File: config.mk
export PLATFORM = sky130hd
export DESIGN_NAME = irq_vector_master
export DESIGN_NICKNAME = d
export VERILOG_FILES = /design/src/rtl/irq_vector_master_pkg.sv /design/src/rtl/irq_vector_master_prio_enc.sv /design/src/rtl/irq_vector_master.sv
export SDC_FILE = /design/constraint.sdc
export NUM_CORES = 1
export LEC_CHECK = 0
export BUFFER_PORTS_ARGS = -buffer_cell sky130_fd_sc_hd__buf_2
export CELL_PAD_IN_SITES_DETAIL_PLACEMENT = 0
export CELL_PAD_IN_SITES_GLOBAL_PLACEMENT = 1
export CORE_MARGIN = 1
export CORE_UTILIZATION = 37
export DETAILED_ROUTE_END_ITERATION = 10
export PLACE_DENSITY_LB_ADDON = 0.1
export SYNTH_ARGS = -nofsm -noshare
export SYNTH_HDL_FRONTEND = slang
export SYNTH_HIERARCHICAL = 1
export SYNTH_SLANG_ARGS = --single-unit
File: constraint.sdc
create_clock -name i_clk -period 2.47 [get_ports i_clk]
set_clock_uncertainty 0.15 [all_clocks]
set_input_delay 0.1235 -clock i_clk [delete_from_list [all_inputs] [get_ports i_clk]]
set_output_delay 0.1235 -clock i_clk [all_outputs]
set_load 0.01 [all_outputs]
File: src/rtl/irq_vector_master_pkg.sv
// Shared definitions for the interrupt vector master: register map, line count, FSM states.
// Round-robin selection is enabled by defining IRQ_VEC_ROUND_ROBIN_EN.
package irq_pkg;

   localparam int IRQ_LINES = 16;
   localparam int IRQ_VEC_W = 4;

   localparam logic [23:0] IRQ_REG_PENDING = 24'd0;
   localparam logic [23:0] IRQ_REG_CLEAR   = 24'd1;
   localparam logic [23:0] IRQ_REG_MASK    = 24'd2;

   typedef enum logic [2:0] {
      IDLE,
      RD,
      DELIVER,
      CLR,
      SETTLE
   } irq_state_t;

   function automatic logic [IRQ_VEC_W-1:0] lowest_set(input logic [IRQ_LINES-1:0] i_bits);
      lowest_set = '0;
      // Scan downward so the last hit, the lowest index, wins.
      for (int i = IRQ_LINES - 1; i >= 0; i--) begin
         if (i_bits[i]) lowest_set = IRQ_VEC_W'(i);
      end
   endfunction

endpackage

File: src/rtl/irq_vector_master_prio_enc.sv
// Combinational 16->4 priority encoder for pending interrupt lines.
// With IRQ_VEC_ROUND_ROBIN_EN the search starts at i_ptr and wraps.
module irq_prio_enc
   import irq_pkg::*;
(
   input  logic [IRQ_LINES-1:0] i_req,
`ifdef IRQ_VEC_ROUND_ROBIN_EN
   input  logic [IRQ_VEC_W-1:0] i_ptr,
`endif
   output logic [IRQ_VEC_W-1:0] o_vec,
   output logic                 o_valid
);

`ifdef IRQ_VEC_ROUND_ROBIN_EN
   logic [IRQ_LINES-1:0] w_above;

   // Lines at or above the pointer take precedence; otherwise fall back to the lowest.
   assign w_above = i_req & ({IRQ_LINES{1'b1}} << i_ptr);
   assign o_vec   = (w_above != '0) ? lowest_set(w_above) : lowest_set(i_req);
`else
   assign o_vec   = lowest_set(i_req);
`endif

   assign o_valid = |i_req;

endmodule

File: src/rtl/irq_vector_master.sv
// Wishbone initiator that reads the interrupt controller, hands a vector to the core, then clears it.
// Optional round-robin selection via IRQ_VEC_ROUND_ROBIN_EN.
module irq_vector_master
   import irq_pkg::*;
#(
   parameter logic [23:0] BASE_ADR = 24'h000000,
   parameter int          TIMEOUT  = 16
) (
   input  logic                 i_clk,
   input  logic                 i_rst,
   input  logic                 i_irq,
   output logic                 wb_cyc,
   output logic                 wb_stb,
   output logic                 wb_we,
   input  logic                 wb_ack,
   output logic [23:0]          wb_adr,
   output logic [15:0]          wb_o_dat,
   input  logic [15:0]          wb_i_dat,
   output logic                 o_vec_valid,
   output logic [IRQ_VEC_W-1:0] o_vec,
   input  logic                 i_vec_ready,
   output logic                 o_spurious,
   output logic                 o_bus_err
);

   localparam int            CW       = $clog2(TIMEOUT + 1);
   localparam logic [CW-1:0] TMO_LAST = CW'(TIMEOUT - 1);

   irq_state_t           r_state;
   logic [CW-1:0]        r_tmo;
   logic [IRQ_VEC_W-1:0] w_enc_vec;
   logic                 w_enc_valid;
`ifdef IRQ_VEC_ROUND_ROBIN_EN
   logic [IRQ_VEC_W-1:0] r_ptr;
`endif

   irq_prio_enc u_enc (
      .i_req   (wb_i_dat),
`ifdef IRQ_VEC_ROUND_ROBIN_EN
      .i_ptr   (r_ptr),
`endif
      .o_vec   (w_enc_vec),
      .o_valid (w_enc_valid)
   );

   always_ff @(posedge i_clk) begin
      if (i_rst) begin
         r_state     <= IDLE;
         r_tmo       <= '0;
         wb_cyc      <= 1'b0;
         wb_stb      <= 1'b0;
         wb_we       <= 1'b0;
         wb_adr      <= '0;
         wb_o_dat    <= '0;
         o_vec_valid <= 1'b0;
         o_vec       <= '0;
         o_spurious  <= 1'b0;
         o_bus_err   <= 1'b0;
`ifdef IRQ_VEC_ROUND_ROBIN_EN
         r_ptr       <= '0;
`endif
      end else begin
         o_spurious <= 1'b0;
         o_bus_err  <= 1'b0;
         case (r_state)
            IDLE: begin
               if (i_irq) begin
                  r_state <= RD;
                  r_tmo   <= '0;
                  wb_cyc  <= 1'b1;
                  wb_stb  <= 1'b1;
                  wb_we   <= 1'b0;
                  wb_adr  <= BASE_ADR + IRQ_REG_PENDING;
               end
            end
            RD: begin
               if (wb_ack) begin
                  wb_cyc <= 1'b0;
                  wb_stb <= 1'b0;
                  r_tmo  <= '0;
                  if (w_enc_valid) begin
                     o_vec       <= w_enc_vec;
                     o_vec_valid <= 1'b1;
                     r_state     <= DELIVER;
                  end else begin
                     o_spurious <= 1'b1;
                     r_state    <= SETTLE;
                  end
               end else if (r_tmo == TMO_LAST) begin
                  wb_cyc    <= 1'b0;
                  wb_stb    <= 1'b0;
                  r_tmo     <= '0;
                  o_bus_err <= 1'b1;
                  r_state   <= SETTLE;
               end else begin
                  r_tmo <= r_tmo + CW'(1);
               end
            end
            DELIVER: begin
               if (i_vec_ready) begin
                  o_vec_valid <= 1'b0;
                  r_state     <= CLR;
                  r_tmo       <= '0;
                  wb_cyc      <= 1'b1;
                  wb_stb      <= 1'b1;
                  wb_we       <= 1'b1;
                  wb_adr      <= BASE_ADR + IRQ_REG_CLEAR;
                  wb_o_dat    <= 16'(1) << o_vec;
               end
            end
            CLR: begin
               // A timed-out clear still counts as delivered; the core already has the vector.
               if (wb_ack || (r_tmo == TMO_LAST)) begin
                  wb_cyc    <= 1'b0;
                  wb_stb    <= 1'b0;
                  r_tmo     <= '0;
                  o_bus_err <= !wb_ack;
                  r_state   <= SETTLE;
`ifdef IRQ_VEC_ROUND_ROBIN_EN
                  if (wb_ack) r_ptr <= o_vec + IRQ_VEC_W'(1);
`endif
               end else begin
                  r_tmo <= r_tmo + CW'(1);
               end
            end
            SETTLE: begin
               wb_we    <= 1'b0;
               wb_o_dat <= '0;
               r_state  <= IDLE;
            end
            default: r_state <= IDLE;
         endcase
      end
   end

endmodule
==> flow_metrics.tcl <==
set metrics [dict create \
    drt_iter0_drc 94 \
    synth_top_area_share_pct 37.5 \
    p_seq_share_pct 47.5 \
    ys_ff_latch 34 \
    dominantRegCellSynth "dfxtp_1" \
    synth_xor_area_share_pct 0 \
    power.share.clock_pct 41.3 \
    syn_inst 220 \
    cp_data_required_time_ns 2.44 \
    cp.arrival_ns 2.14 \
    switching_power_uw 305 \
    cts-resized-gates 0 \
    fin_ws_ns 0.305 \
    grt_pass1_vias 1352 \
    final_common_cell "buf_2" \
    intPower_uw 904 \
    fmax_mhz 462 \
    vias_per_cell 4.84 \
    crit_slowest_cell "a21oi_1" \
    clkLatencyLatePin_ns 0.28 \
    post-place-ws_ns 0.398 \
    async_flop_share_pct 0 \
    rsz0062_at_grt "false" \
    worstPathMaxFanout 16 \
    pwr-share-comb_pct 11.2 \
    start_util_pct 38.4 \
    grtUsageTotal_pct 15.5 \
    portBuffers 47 \
    clockRootBuffer "clkbuf_8" \
    finalMaxSlewViolations 0 \
    routed_wl_um 3920 \
    clkSlewWorstSetupHoldPaths_ns 0.07 \
    clock-sinks 34 \
    setup_viol 0 \
    areaGrowthSynthToFinish_pct 16.7 \
    reg2reg_depth 3 \
    synth_warnings 6 \
    switching_share_pct 25.2 \
    worstSetupStartpoint "r_state[1]$_SDFFE_PP0P_" \
    relSlewSlack_pct 17.4 \
    cts_max_level 2 \
    layout_common_cells "buf_2, dfxtp_1, inv_1" \
    dr.pass1.iters 4 \
    synth_compound_area_share_pct 20.7 \
    finalCritPeriodShare_pct 87.6 \
    dieHeight_um 72.1 \
    hp-class "in -> reg" \
    antenna_found_initial 0 \
    synth_largest_area_cell "dfxtp_1" \
    hpwl_um 2820 \
    cp_slowest_stage_delay_ns 0.98 \
    grt_pass1_wl_um 6210 \
    cp-end-kind "flip-flop" \
    grt_max_degree 39 \
    seq_area_frac_synth_pct 37.5 \
    die_area_mm2 0.00519 \
    ant_nets 0 \
    grt_overflow 0 \
    synth_edf_count 0 \
    r2r_start "r_state[1]$_SDFFE_PP0P_" \
    layout.cells.non_filler 332 \
    worstMarginPinSlew_ns 1.24 \
    leakagePower_nw 0.868 \
    hold_ws_ns 0.0224 \
    die_w_um 72.1 \
    synthesis.area_mm2 0.00182 \
    nFillCells 495 \
    synthDistinctLibCells 41 \
    finalCriticalPeriod_ns 2.16 \
    dp.cells 323 \
    rows 25 \
    total_power_mw 1.21 \
    crit_chain "nand3b_1, a21oi_1, o32ai_1" \
    tritoncts "done" \
    syn_avg_cell_area_um2 8.25 \
    cts_buffer_depth 2 \
    core_mm2 0.00472 \
    routedWlPerCell_um 11.8 \
    globalplace.congestion 0.701 \
    synth-simple-area-share_pct 21.4 \
    ioPinCount 71 \
    synth_top_family_by_area "simple AND/OR/NAND/NOR gates" \
    antennaDiodeCount 0 \
    drv_cap 0 \
    drc_errors 0 \
    layout-drive-gt1-share_pct 22.3 \
    power_density_mw_per_mm2 571 \
    crit_type "reg -> reg" \
    muxShareOfSynthArea_pct 1.17 \
    final_nets 287 \
    hold_path_depth 4 \
    peakVddDrop_v 0.000215 \
    status "finished clean" \
    synth.area.top_cells "dfxtp_1, buf_4, o32ai_1" \
    vias 1606 \
    hold_viol 0 \
    worstHoldStart "wb_i_dat[0]" \
    synthAdderAreaFrac_pct 1.38 \
    crit_path_start_kind "flip-flop" \
    setup_tns_ns 0 \
    numCtsBuffers 5 \
]
## Yosys cell counts, types with 2 or more instances
master    count
dfxtp_1      34
inv_1        27
buf_4        24
o32ai_1      17
a21oi_1      14
nor2_1       12
nand3_1      11
o21ai_0      10
nand2b_1      7
clkbuf_1      6
nand2_1       6
a31oi_1       5
nand3b_1      5
or3_1         4
buf_2         3
ha_1          2
nor2b_1       2
nor3_1        2
nor3b_1       2
nor4_1        2
nor4b_1       2
o22ai_1       2
o31ai_1       2
or3b_1        2
## cell families (layout without fill, tap and decap cells)
logic type,after synthesis,in the layout
multiplexers,2,2
other,1,23
AO/OA/AOI/OAI,56,56
AND/OR/NAND/NOR,65,65
adder cells (fa/ha/maj),2,2
buffers and inverters,60,83
flip-flops,34,34
## area by class of cell
cell class              count  area (um2)  area share [%]
repair buffers             48         245            11.6
well taps                  67        83.8            3.96
inverters                  27         101            4.78
clock inverters             3        40.0            1.89
flip-flops and latches     34         681            32.1
clock buffers               5        68.8            3.25
multi-input cells         148         898            42.4
## power groups by stage
stage / clock, mW / combinational, mW / sequential [mW]
floorplan: 0 / 0.122 / 0.581
global placement: 0 / 0.135 / 0.586
detailed placement: 0 / 0.133 / 0.587
CTS: 0.515 / 0.135 / 0.574
global route: 0.534 / 0.152 / 0.576
finish: 0.500 / 0.135 / 0.574
## what timing repair did
action,4_1_cts,5_1_grt
endpoints found under the hold margin,1,0
buffers inserted,0,0
hold buffers,1,0
endpoints found under the setup margin,0,0
## sequential cells by signal (all words and copies together) (netlist names)
register and flops:
wb_o_dat 16, r_tmo 5, o_vec 4, r_state 3, o_bus_err 1, o_spurious 1, o_vec_valid 1, wb_adr 1
wb_stb 1, wb_we 1
## worst max-delay path: cells and delay by family, from the launching register on
kind	cells	cell delay (ns)
AOI/OAI and AO/OA	2	1.15
DFF	1	0.58
and+or+nand+nor	1	0.12
## worst paths after layout
kind	slack, ns	endpoint
min	0.02	o_vec[0]$_SDFFE_PP0P_
min reg2reg	0.33	wb_o_dat[2]$_SDFFE_PP0P_
max	0.31	wb_o_dat[8]$_SDFFE_PP0P_
max reg2reg	0.31	wb_o_dat[8]$_SDFFE_PP0P_
## per-layer routing
layer | up-vias | GRT usage [%] | share of wire, %
li1 | 826 | - | -
met1 | 721 | 20.2 | 47
met2 | 54 | 24.0 | 47
met3 | 5 | 3.75 | 4.6
met4 | 0 | 7.84 | 1.8
met5 | - | 0 | 0
## per-stage QoR
step                util, %  area [um2]
detailed placement     42.3        2000
global route           44.8        2120
floorplan                 -        1900
finish                 44.8        2120
global placement       42.3        2000
CTS                    44.8        2120
No activity file was read; power rests on OpenSTA's default activity.
